[src/rtl/fp_iter_divider.sv]
`default_nettype none
// ============================================================================
// Module      : fp_iter_divider
// Description : Sequential floating-point divider Q = A / B. Operands use a
//               signed unbiased exponent and an explicit-leading-one mantissa.
//               Restoring division, one quotient bit per cycle, with a
//               start/busy/done handshake. Fixed latency for every operand.
// Build option: FPDIV_ROUND_EN - defined: round-to-nearest-even,
//               undefined: truncate.
// Revision    : 1.0 - initial release
// ============================================================================
module fp_iter_divider #(
    parameter int EXP_W = 8,
    parameter int MAN_W = 24
) (
    input  logic             clk,
    input  logic             rst_n,
    input  logic             start,
    input  logic [EXP_W-1:0] expA,
    input  logic [MAN_W-1:0] manA,
    input  logic [EXP_W-1:0] expB,
    input  logic [MAN_W-1:0] manB,
    output logic             busy,
    output logic             done,
    output logic [EXP_W-1:0] expQ,
    output logic [MAN_W-1:0] manQ,
    output logic             div_by_zero,
    output logic             ovf,
    output logic             unf
);

    localparam int CNT_W = $clog2(MAN_W + 2);
    localparam int E_W   = EXP_W + 2;

    localparam logic [1:0] S_IDLE = 2'd0;
    localparam logic [1:0] S_DIV  = 2'd1;
    localparam logic [1:0] S_NORM = 2'd2;
    localparam logic [1:0] S_DONE = 2'd3;

    localparam logic [CNT_W-1:0]      C_CNT_LAST = CNT_W'(MAN_W + 1);
    localparam logic signed [E_W-1:0] C_E_MAX    = E_W'(2**(EXP_W-1) - 1);
    localparam logic signed [E_W-1:0] C_E_MIN    = E_W'(-(2**(EXP_W-1)));
    localparam logic signed [E_W-1:0] C_E_ONE    = E_W'(1);
    localparam logic [EXP_W-1:0]      C_INF_EXP  = EXP_W'(2**(EXP_W-1) - 1);

    logic [1:0]              r_state;
    logic [1:0]              w_state_nxt;
    logic [CNT_W-1:0]        r_cnt;
    logic [MAN_W:0]          r_rem;
    logic [MAN_W:0]          w_diff;
    logic [MAN_W:0]          w_rem_nxt;
    logic [MAN_W+1:0]        r_q;
    logic [EXP_W-1:0]        r_exp_a;
    logic [EXP_W-1:0]        r_exp_b;
    logic [MAN_W-1:0]        r_man_b;
    logic                    r_a_zero;
    logic                    w_ge;
    logic signed [E_W-1:0]   w_e_diff;
    logic signed [E_W-1:0]   w_e;
    logic [MAN_W-1:0]        w_man;
    logic [EXP_W-1:0]        w_exp_q;
    logic [MAN_W-1:0]        w_man_q;
    logic                    w_dbz;
    logic                    w_ovf;
    logic                    w_unf;
`ifdef FPDIV_ROUND_EN
    logic                    w_guard;
    logic                    w_sticky;
    logic [MAN_W:0]          w_man_inc;
`endif

    // State register.
    always_ff @(posedge clk or negedge rst_n) begin
        if (!rst_n) r_state <= S_IDLE;
        else        r_state <= w_state_nxt;
    end

    // Next-state logic and handshake outputs.
    always_comb begin
        w_state_nxt = r_state;
        busy        = (r_state != S_IDLE);
        done        = 1'b0;
        case (r_state)
            S_IDLE:  if (start) w_state_nxt = S_DIV;
            S_DIV:   if (r_cnt == C_CNT_LAST) w_state_nxt = S_NORM;
            S_NORM:  w_state_nxt = S_DONE;
            S_DONE:  begin
                done        = 1'b1;
                w_state_nxt = S_IDLE;
            end
            default: w_state_nxt = S_IDLE;
        endcase
    end

    // One restoring step. The compare precedes the shift so the first
    // quotient bit carries integer weight (A/B lies in (0.5, 2)); the stored
    // remainder stays below 2*manB and fits MAN_W+1 bits.
    always_comb begin
        w_ge      = (r_rem >= {1'b0, r_man_b});
        w_diff    = w_ge ? (r_rem - {1'b0, r_man_b}) : r_rem;
        w_rem_nxt = w_diff << 1;
    end

    // Normalize the quotient and optionally round; exponent kept wide so
    // out-of-range results are detected rather than wrapped.
    always_comb begin
        w_e_diff = $signed({{2{r_exp_a[EXP_W-1]}}, r_exp_a})
                 - $signed({{2{r_exp_b[EXP_W-1]}}, r_exp_b});
        w_e      = w_e_diff;
        w_man    = '0;
`ifdef FPDIV_ROUND_EN
        w_guard   = 1'b0;
        w_sticky  = 1'b0;
        w_man_inc = '0;
`endif
        if (r_q[MAN_W+1]) begin
            w_man    = r_q[MAN_W+1:2];
`ifdef FPDIV_ROUND_EN
            w_guard  = r_q[1];
            w_sticky = r_q[0] | (r_rem != '0);
`endif
        end else begin
            w_man    = r_q[MAN_W:1];
            w_e      = w_e_diff - C_E_ONE;
`ifdef FPDIV_ROUND_EN
            w_guard  = r_q[0];
            w_sticky = (r_rem != '0);
`endif
        end
`ifdef FPDIV_ROUND_EN
        w_man_inc = {1'b0, w_man} + (MAN_W+1)'(1);
        if (w_guard & (w_sticky | w_man[0])) begin
            if (w_man_inc[MAN_W]) begin
                w_man = {1'b1, {(MAN_W-1){1'b0}}};
                w_e   = w_e + C_E_ONE;
            end else begin
                w_man = w_man_inc[MAN_W-1:0];
            end
        end
`endif
    end

    // Special cases and range checks, highest priority first.
    always_comb begin
        w_exp_q = w_e[EXP_W-1:0];
        w_man_q = w_man;
        w_dbz   = 1'b0;
        w_ovf   = 1'b0;
        w_unf   = 1'b0;
        if (r_man_b == '0) begin
            w_exp_q = C_INF_EXP;
            w_man_q = '0;
            w_dbz   = 1'b1;
        end else if (r_a_zero) begin
            w_exp_q = '0;
            w_man_q = '0;
        end else if (w_e > C_E_MAX) begin
            w_exp_q = C_INF_EXP;
            w_man_q = '0;
            w_ovf   = 1'b1;
        end else if (w_e < C_E_MIN) begin
            w_exp_q = '0;
            w_man_q = '0;
            w_unf   = 1'b1;
        end
    end

    // Operand capture, iteration registers and result registers.
    always_ff @(posedge clk or negedge rst_n) begin
        if (!rst_n) begin
            r_cnt       <= '0;
            r_rem       <= '0;
            r_q         <= '0;
            r_exp_a     <= '0;
            r_exp_b     <= '0;
            r_man_b     <= '0;
            r_a_zero    <= 1'b0;
            expQ        <= '0;
            manQ        <= '0;
            div_by_zero <= 1'b0;
            ovf         <= 1'b0;
            unf         <= 1'b0;
        end else begin
            case (r_state)
                S_IDLE: begin
                    if (start) begin
                        r_exp_a  <= expA;
                        r_exp_b  <= expB;
                        r_man_b  <= manB;
                        r_a_zero <= (manA == '0);
                        r_rem    <= {1'b0, manA};
                        r_q      <= '0;
                        r_cnt    <= '0;
                    end
                end
                S_DIV: begin
                    r_rem <= w_rem_nxt;
                    r_q   <= {r_q[MAN_W:0], w_ge};
                    r_cnt <= r_cnt + CNT_W'(1);
                end
                S_NORM: begin
                    expQ        <= w_exp_q;
                    manQ        <= w_man_q;
                    div_by_zero <= w_dbz;
                    ovf         <= w_ovf;
                    unf         <= w_unf;
                end
                default: ;
            endcase
        end
    end

endmodule
`default_nettype wire

[config.mk]
export PLATFORM = sky130hd
export DESIGN_NAME = fp_iter_divider
export DESIGN_NICKNAME = d
export VERILOG_FILES = /design/src/rtl/fp_iter_divider.sv
export SDC_FILE = /design/constraint.sdc
export NUM_CORES = 1
export LEC_CHECK = 0
export CAP_MARGIN = 5
export CORE_ASPECT_RATIO = 0.5
export CORE_UTILIZATION = 25
export DETAILED_ROUTE_END_ITERATION = 10
export PLACE_DENSITY = 0.54
export SYNTH_ARGS = -nofsm -noshare
export SYNTH_HDL_FRONTEND = slang
export SYNTH_SLANG_ARGS = --single-unit
[constraint.sdc]
create_clock -name clk -period 4.7 [get_ports clk]
set_clock_uncertainty 0.2 [all_clocks]
set_input_delay 0.47 -clock clk [delete_from_list [all_inputs] [get_ports clk]]
set_output_delay 0.47 -clock clk [all_outputs]
set_load 0.02 [all_outputs]
# ---- Yosys cells after proc, flatten, opt, wreduce, memory -nomap -nowiden
# Cells that the tools add are included.
dict set report word_totals {
  register_bits 134
}
dict set report classes {
  add_sub_neg 4
  magnitude_cmp 3
  n_eq_ne 6
  mux 29
  reduce_logical 8
}
# cell n
set ops {}
lappend ops {{24-bit two-way mux} 6}
lappend ops {{26-bit one-hot mux with 2 select lines} 1}
lappend ops {{25-bit one-hot mux with 2 select lines} 1}
lappend ops {{24-bit zero test} 2}
lappend ops {{8-bit two-way mux} 4}
lappend ops {{26-bit two-way mux} 1}
lappend ops {{25-bit by 24-bit >= comparator with 1-bit output} 1}
lappend ops {{25-bit two-way mux} 1}
lappend ops {{24-bit subtractor} 1}
lappend ops {{10-bit by 8-bit greater-than comparator with 1-bit output (second input constant)} 1}
lappend ops {{10-bit by 8-bit < comparator with 1-bit output (second input constant)} 1}
lappend ops {{10-bit two-way mux} 1}
lappend ops {{5-bit one-hot mux with 2 select lines} 1}
lappend ops {{9-bit by 2-bit subtractor with 10-bit output (second input constant)} 1}
lappend ops {{1-bit two-way mux} 9}
lappend ops {{8-bit by 8-bit subtractor with 9-bit output} 1}
lappend ops {{2-bit one-hot mux with 4 select lines} 1}
lappend ops {{2-bit AND reduction} 3}
lappend ops {{5-bit by 1-bit adder with 5-bit output (second input constant)} 1}
lappend ops {{5-bit == test (second input constant)} 1}
lappend ops {{5-bit two-way mux} 1}
lappend ops {{2-bit == test (second input constant)} 2}
lappend ops {{2-bit two-way mux} 2}
lappend ops {{2-bit inequality test (second input constant)} 2}
lappend ops {{other kinds (3)} 4}

# ---- Logic depth before layout (Yosys ltp)
# Gate-level depths: netlist (run 1).
dict set report depth {
  word_depth 8
  ltp_mapped 16
  ltp_nobuf 14
}

# ---- Worst setup path after synthesis (run 1)
# Ideal clock, no wire load.
dict set report synth_path {
  kind {register -> register}
  startpoint {register r_exp_a[0]}
  endpoint {register manQ[10]}
  setup_time_ps 81
  t_arrival_ps 3259
  required_ps 4419
  slack_ps 1160
  path_stages_with_launch 15
  period_less_slack_ps 3540
  path_cell_list {dfrtp_1 -> inv_1 -> ha_1 -> inv_1 -> fa_1 -> a211oi_2 -> nor2_1 -> xor2_1 -> nor4_1 -> or3b_1 -> and3_4 -> or4b_1 -> buf_6 -> buf_12 -> o22ai_2}
}
dict set report synth_via {
  elab_chain_cells 8
}
# element line
set synth_lines {}
lappend synth_lines {{start, declared} 53} ;# logic [EXP_W-1:0] r_exp_a;
lappend synth_lines {{start signal, assigned} 187} ;# r_exp_a <= expA;
lappend synth_lines {{8-bit by 8-bit subtractor with 9-bit output *} 108} ;# - $signed({{2{r_exp_b[EXP_W-1]}}, r_exp_b});
lappend synth_lines {{9-bit by 2-bit subtractor with 10-bit output} 124} ;# w_e = w_e_diff - C_E_ONE;
lappend synth_lines {{10-bit two-way mux *} 116} ;# if (r_q[MAN_W+1]) begin
lappend synth_lines {{10-bit by 8-bit < comparator with 1-bit output} 161} ;# end else if (w_e < C_E_MIN) begin
lappend synth_lines {{24-bit two-way mux} 161}
lappend synth_lines {{24-bit two-way mux *} 157} ;# end else if (w_e > C_E_MAX) begin
lappend synth_lines {{24-bit two-way mux *} 154} ;# end else if (r_a_zero) begin
lappend synth_lines {{24-bit two-way mux *} 150} ;# if (r_man_b == '0) begin
lappend synth_lines {{end signal, assigned} 203} ;# manQ <= w_man_q;
lappend synth_lines {{end, declared} 26} ;# output logic [MAN_W-1:0] manQ,
# Every way passes the cells marked *; elsewhere a longest branch is shown, timed or not.
# A chain may end at the register's enable or synchronous reset.

# ---- Worst setup path in the final report (run 1)
dict set report layout_path {
  startpoint {register r_exp_a[0]}
  endpoint {register manQ[0]}
}
# The elaborated chain is that of the path after synthesis.

==> impl_metrics.env, run 1 <==
export IMPL_grt_pass1_vias=6317
export IMPL_place_congestion=0.922
export IMPL_drive_gt1_frac=0.136
export IMPL_cts_buffer_depth=2
export IMPL_routedWlPerCell_um=16.0
export IMPL_power_density_nw_per_um2=795
export IMPL_gr_total_overflow=0
export IMPL_fin_crit_ps=3920
export IMPL_synth_main_ff_cell="dfrtp_1"
export IMPL_min_path_type="input port to async pin"
export IMPL_syn_inst=782
export IMPL_r2r_end="manQ[0]"
export IMPL_synthSimpleGateAreaFrac=0.116
export IMPL_hold_violations=44
export IMPL_synth_xor_area_frac=0.0311
export IMPL_grt_total_usage=0.137
export IMPL_ios=104
export IMPL_core_area_um2=30700
export IMPL_ant_nets=0
export IMPL_worstSetupStartpointType="flop"
export IMPL_via_per_inst=4.75
export IMPL_yosys_area_top_type="dfrtp_1"
export IMPL_fp_row_count=45
export IMPL_rsz0062_at_grt="false"
export IMPL_die_y_um=128
export IMPL_antenna_found_initial=0
export IMPL_start_util=0.257
export IMPL_synth_top_family_by_area="compound AO/OA/AOI/OAI gates"
export IMPL_syn_to_final_growth_pct=26.5
export IMPL_cts_root_buf="clkbuf_16"
export IMPL_synthArstFlopShare=1.00
export IMPL_setup_worst_path_start="r_exp_a[0]"
export IMPL_ys_top_cells_by_count="134 x dfrtp_1, 77 x inv_1, 50 x nor2_1"
export IMPL_peakVddDrop_mv=0.313
export IMPL_place_ws_ps=793
export IMPL_port_buffers=103
export IMPL_syn_avg_cell_area_um2=10.1
export IMPL_synth_compound_area_frac=0.196
export IMPL_synthTopCellsByArea="dfrtp_1 42%, ha_1 6.2%, mux2_2 6.1%, mux2i_1 4.4%, inv_1 3.7%"
export IMPL_setup_violations=0
export IMPL_synth_edf_count=0
export IMPL_placed_cell_area_um2=9380
export IMPL_die_area_um2=32300
export IMPL_h_tree_depth=4
export IMPL_rrSetupSlack_ps=780
export IMPL_remaining_drc_errors=0
export IMPL_routed_wl_um=21100
export IMPL_min_period_over_period=0.833
export IMPL_fin_total_pwr_w=0.00794
export IMPL_hpwl_um=15400
export IMPL_path_clk_slew_ps=60
export IMPL_fin_tns_setup_ps=0
export IMPL_antenna_cells=0
export IMPL_grt_pass1_wl_um=34800
export IMPL_fin_nets=990
export IMPL_leakagePower_nw=4.20
export IMPL_worst_r2r_path_depth=13
export IMPL_synth_area_um2=7890
export IMPL_crit_required_ps=4840
export IMPL_dr_first_iter_drc_count=532
export IMPL_holdBufCountCts=0
export IMPL_die_w_um=253
export IMPL_whs_ps=-32.7
export IMPL_crit_fanout=25
export IMPL_num_vias=6260
export IMPL_worst_pin_slew_ps=970
export IMPL_yosysWarnings=0
export IMPL_design_area_um2=9980
export IMPL_fmax_mhz=255
export IMPL_post_synth_top_count_cell="dfrtp_1"
export IMPL_muxShareOfSynthArea=0.106
export IMPL_clock_latency_ps=430
export IMPL_cts_sink_count=134
export IMPL_synth_nets=890
export IMPL_grt_max_degree=103
export IMPL_ys_seq_area_frac=0.425
export IMPL_synth_adder_area_share=0.0669
export IMPL_ctsResizeCount=0
export IMPL_slew_headroom=0.353
export IMPL_numCtsBuffers=17
export IMPL_crit_type="flop to flop"
export IMPL_failed_checks="hold timing"
export IMPL_cts_tree="yes"
export IMPL_cts_setup_buffers=0
export IMPL_maxCapViolCount=0
export IMPL_yosysUniqueCellTypes=67
export IMPL_synth_top_area_frac=0.425
export IMPL_status="finished with violations"
export IMPL_synth_seq_cells=134
export IMPL_finalMaxSlewViolations=0
export IMPL_worst_slack_ps=783
export IMPL_cp_end_kind="flop"
export IMPL_reg2reg_from="r_exp_a[0]"
export IMPL_drt_pass1_iterations=4
export IMPL_worstPathArrival_ps=4060
[flip-flops by register name, indices dropped and copies added (netlist names), 2 cells and up]
signal,cells
r_man_b,24
expQ,8
r_rem,25
r_state,2
manQ,24
r_cnt,5
r_exp_a,8
r_exp_b,8
r_q,26
[stage by stage]
| stage | utilization | instances |
|---|---|---|
| finish | 0.325 | 1318 |
| global route | 0.325 | 1318 |
| CTS | 0.325 | 1318 |
| detailed placement | 0.306 | 1286 |
| global placement | 0.306 | 1286 |
| floorplan | - | 782 |
[worst max-delay path, cell delays in order, from the launching register on]
cell and delay, ps:
dfrtp_1 370, inv_1 60, ha_1 170, inv_1 60, fa_1 410, a211oi_2 310
nor2_1 100, xor2_1 190, nor4_1 320, or3b_1 420, and3_4 200, or4b_1 530
buf_4 270, o22ai_1 190
[routing by layer]
layer / track usage / vias to the layer above / part of all wire
met5: 0 / - / 0
met4: 0.0428 / 0 / 0.016
met3: 0.0269 / 22 / 0.033
met2: 0.231 / 111 / 0.49
met1: 0.177 / 3077 / 0.46
li1: - / 3050 / -
[power breakdown]
| part | leakage (nW) | internal [W] | switching [W] |
|---|---|---|---|
| registers | 1.70 | 0.00151 | 0.000305 |
| clock network | 0.292 | 0.000818 | 0.000550 |
| logic | 2.20 | 0.00202 | 0.00273 |
| total | 4.20 | 0.00435 | 0.00359 |
[how the worst max path moves through the flow]
| stage | endpoint | slack (ps) |
|---|---|---|
| after CTS | manQ[0] | 780 |
| after floorplan | manQ[10] | 1160 |
| final | manQ[0] | 780 |
| after global placement | manQ[23] | 940 |
| after global routing | manQ[0] | 570 |
| after detailed placement | manQ[0] | 790 |
[layout make-up]
class / count / area, um^2
clock buffer: 20 / 457
clock inverter: 12 / 143
fill: 3109 / 20700
inverter: 77 / 289
multi-input combinational: 537 / 4090
sequential: 134 / 3350
tap: 423 / 529
timing repair buffer: 115 / 1120
[cell usage in the layout, fill, tap and decap left out, types with 10 or more instances in the layout]
cell type / n
nor3_1: 13
nand3_1: 13
and3_1: 10
a22o_1: 25
clkdlybuf4s50_1: 102
clkbuf_16: 17
dfrtp_1: 134
a211oi_1: 11
mux2i_1: 35
inv_1: 77
buf_4: 12
o22ai_2: 21
a21oi_1: 43
o21ai_0: 28
ha_1: 38
xnor2_1: 15
xor2_1: 13
nor4_1: 16
mux2_2: 43
nor2_1: 49
o22ai_1: 18
nand2_1: 32
[logic make-up (layout without fill, tap and decap cells)]
kind of cell,Yosys count,in the layout
buf+inv,111,224
xor+xnor,28,28
fa+ha+maj,41,41
simple gates,180,180
flops,134,134
compound gates,210,210
mux,78,78
No activity file was read; power rests on OpenSTA's default activity.
==> run 2, diff against run 1 <==
==> constraint.sdc (replaced) <==
create_clock -name clk -period 3.9 [get_ports clk]
set_clock_uncertainty 0.2 [all_clocks]
set_input_delay 0.39 -clock clk [delete_from_list [all_inputs] [get_ports clk]]
set_output_delay 0.39 -clock clk [all_outputs]
set_load 0.02 [all_outputs]
==> run 2 against run 1 <==
Against the previous run: the run now ends clean; sequential power up 20%; die area unchanged; combinational power up 25%; highest routed layer unchanged; non-clock buffer count up 6; count of clock-buffer cells in the layout down 3; register-to-register slack worse by 650 ps; flip-flop and latch count unchanged; first-iteration DRC count down 36%.
==> impl_metrics.env, run 2 (synthesis gave the netlist of run 1 again) <==
export IMPL_die_w_um=253
export IMPL_worstPathArrival_ps=3920
export IMPL_crit_top_cell="inv_1"
export IMPL_min_path_type="flop to flop"
export IMPL_grt_pass1_wl_um=34900
export IMPL_routedWlPerCell_um=16.1
export IMPL_die_y_um=128
export IMPL_crit_buf_inv=3
export IMPL_clock_latency_ps=430
export IMPL_die_area_um2=32300
export IMPL_path_clk_slew_ps=70
export IMPL_fin_crit_ps=3770
export IMPL_leakagePower_nw=4.26
export IMPL_crit_required_ps=4050
export IMPL_start_util=0.257
export IMPL_multi_input_area_um2=4100
export IMPL_antenna_cells=0
export IMPL_final_seq_area_um2=3350
export IMPL_largest_reg_flops=26
export IMPL_cts_buffer_depth=2
export IMPL_hpwl_um=15700
export IMPL_port_buffers=103
export IMPL_cp_top_family="simple AND/OR/NAND/NOR gates"
export IMPL_regMostFlops="r_q"
export IMPL_place_inst=1291
export IMPL_remaining_drc_errors=0
export IMPL_ant_nets=0
export IMPL_num_vias=6279
export IMPL_whs_ps=279
export IMPL_ios=104
export IMPL_hold_violations=0
export IMPL_peakVddDrop_mv=0.406
export IMPL_slowest_stage="or4b_1"
export IMPL_top_regs="r_q: 26 flops, r_rem: 25 flops"
export IMPL_antenna_found_initial=0
export IMPL_dr_first_iter_drc_count=338
export IMPL_min_period_over_period=0.966
export IMPL_numCtsBuffers=17
export IMPL_grt_pass1_vias=6472
export IMPL_cp_end_kind="flop"
export IMPL_maxCapViolCount=0
export IMPL_via_per_inst=4.74
export IMPL_gr_total_overflow=0
export IMPL_core_area_um2=30700
export IMPL_grt_max_degree=87
export IMPL_cts_root_buf="clkbuf_16"
export IMPL_holdCritStartpoint="r_q[0]"
export IMPL_layout_common_cells="134 x dfrtp_1, 102 x clkdlybuf4s50_1, 77 x inv_1"
export IMPL_cts_sink_count=134
export IMPL_fmax_mhz=265
export IMPL_crit_type="flop to flop"
export IMPL_cts_setup_buffers=0
export IMPL_setup_worst_path_start="r_exp_a[0]"
export IMPL_drive_gt1_frac=0.143
export IMPL_crit_fanout=25
export IMPL_fin_nets=996
export IMPL_place_ws_ps=141
export IMPL_status="completed"
export IMPL_slew_headroom=0.431
export IMPL_grt_total_usage=0.138
export IMPL_final_common_cell="dfrtp_1"
export IMPL_rsz0062_at_grt="false"
export IMPL_fillerInstances=3152
export IMPL_crit_chain="inv_1, ha_1, inv_1, fa_1, a211oi_2, or4b_2, o2111ai_1, nor4_2, or3b_1, and3_4, or4b_1, buf_12, o22ai_1"
export IMPL_worst_slack_ps=133
export IMPL_place_congestion=0.862
export IMPL_fin_tns_setup_ps=0
export IMPL_routed_wl_um=21400
export IMPL_syn_to_final_growth_pct=28.1
export IMPL_finalMaxSlewViolations=0
export IMPL_fp_row_count=45
export IMPL_setup_violations=0
export IMPL_h_tree_depth=4
export IMPL_worstSetupStartpointType="flop"
export IMPL_final_cells=1324
export IMPL_drt_pass1_iterations=4
export IMPL_utilization=0.329
export IMPL_reg2reg_from="r_exp_a[0]"
export IMPL_worst_pin_slew_ps=853
export IMPL_power_density_nw_per_um2=975
export IMPL_cts_tree="yes"
export IMPL_max_stage_delay_ps=580
run 2: worst register-to-register path, stage by stage (launching register included):
cell and delay (ps):
dfrtp_1 380, inv_1 60, ha_1 160, inv_1 60, fa_1 410, a211oi_2 300, or4b_2 180, o2111ai_1 170
nor4_2 220, or3b_1 410, and3_4 200, or4b_1 580, buf_12 210, o22ai_1 160
run 2: path summary, 6_finish.rpt:
check                        endpoint  slack (ps)  depth (start not counted)
max in group asynchronous         ovf        2270                          3
min reg2reg                    r_q[0]         280                          2
max reg2reg                  manQ[23]         130                         13
min                            r_q[0]         280                          2
max                          manQ[23]         130                         13
min in group asynchronous  r_man_b[4]         400                          2
run 2: repair_timing:
action	in CTS	in global routing
hold endpoints to repair	85	0
hold buffers	1	0
setup endpoints to repair	0	8
gates resized for setup	0	1
run 2: cell type report:
type | instances | share of cell area
Clock inverter | 15 | 0.0204
Clock buffer | 17 | 0.0421
Timing Repair Buffer | 121 | 0.119
Inverter | 77 | 0.0286
Sequential cell | 134 | 0.332
Multi-Input combinational cell | 537 | 0.405
Tap cell | 423 | 0.0524
run 2: routing by layer:
metal,global-route usage,routed length (um),vias to the layer above
li1,-,-,3053
met1,0.176,9840,3130
met2,0.233,10500,77
met3,0.0287,614,19
met4,0.0442,406,0
met5,0,0,-
run 2: stage by stage:
step	instance area, um^2	total power (W)
2_1_floorplan	7890	0.00654
3_3_place_gp	9460	0.00800
3_5_place_dp	9460	0.00809
4_1_cts	10100	0.00988
5_1_grt	10100	0.0107
6_report	10100	0.00985
run 2: power by group:
group	switching, W	internal, W	leakage, nW	total, W
registers	0.000370	0.00182	1.70	0.00219
clock network	0.000739	0.000986	0.309	0.00172
logic	0.00336	0.00257	2.25	0.00593
total	0.00447	0.00538	4.26	0.00985
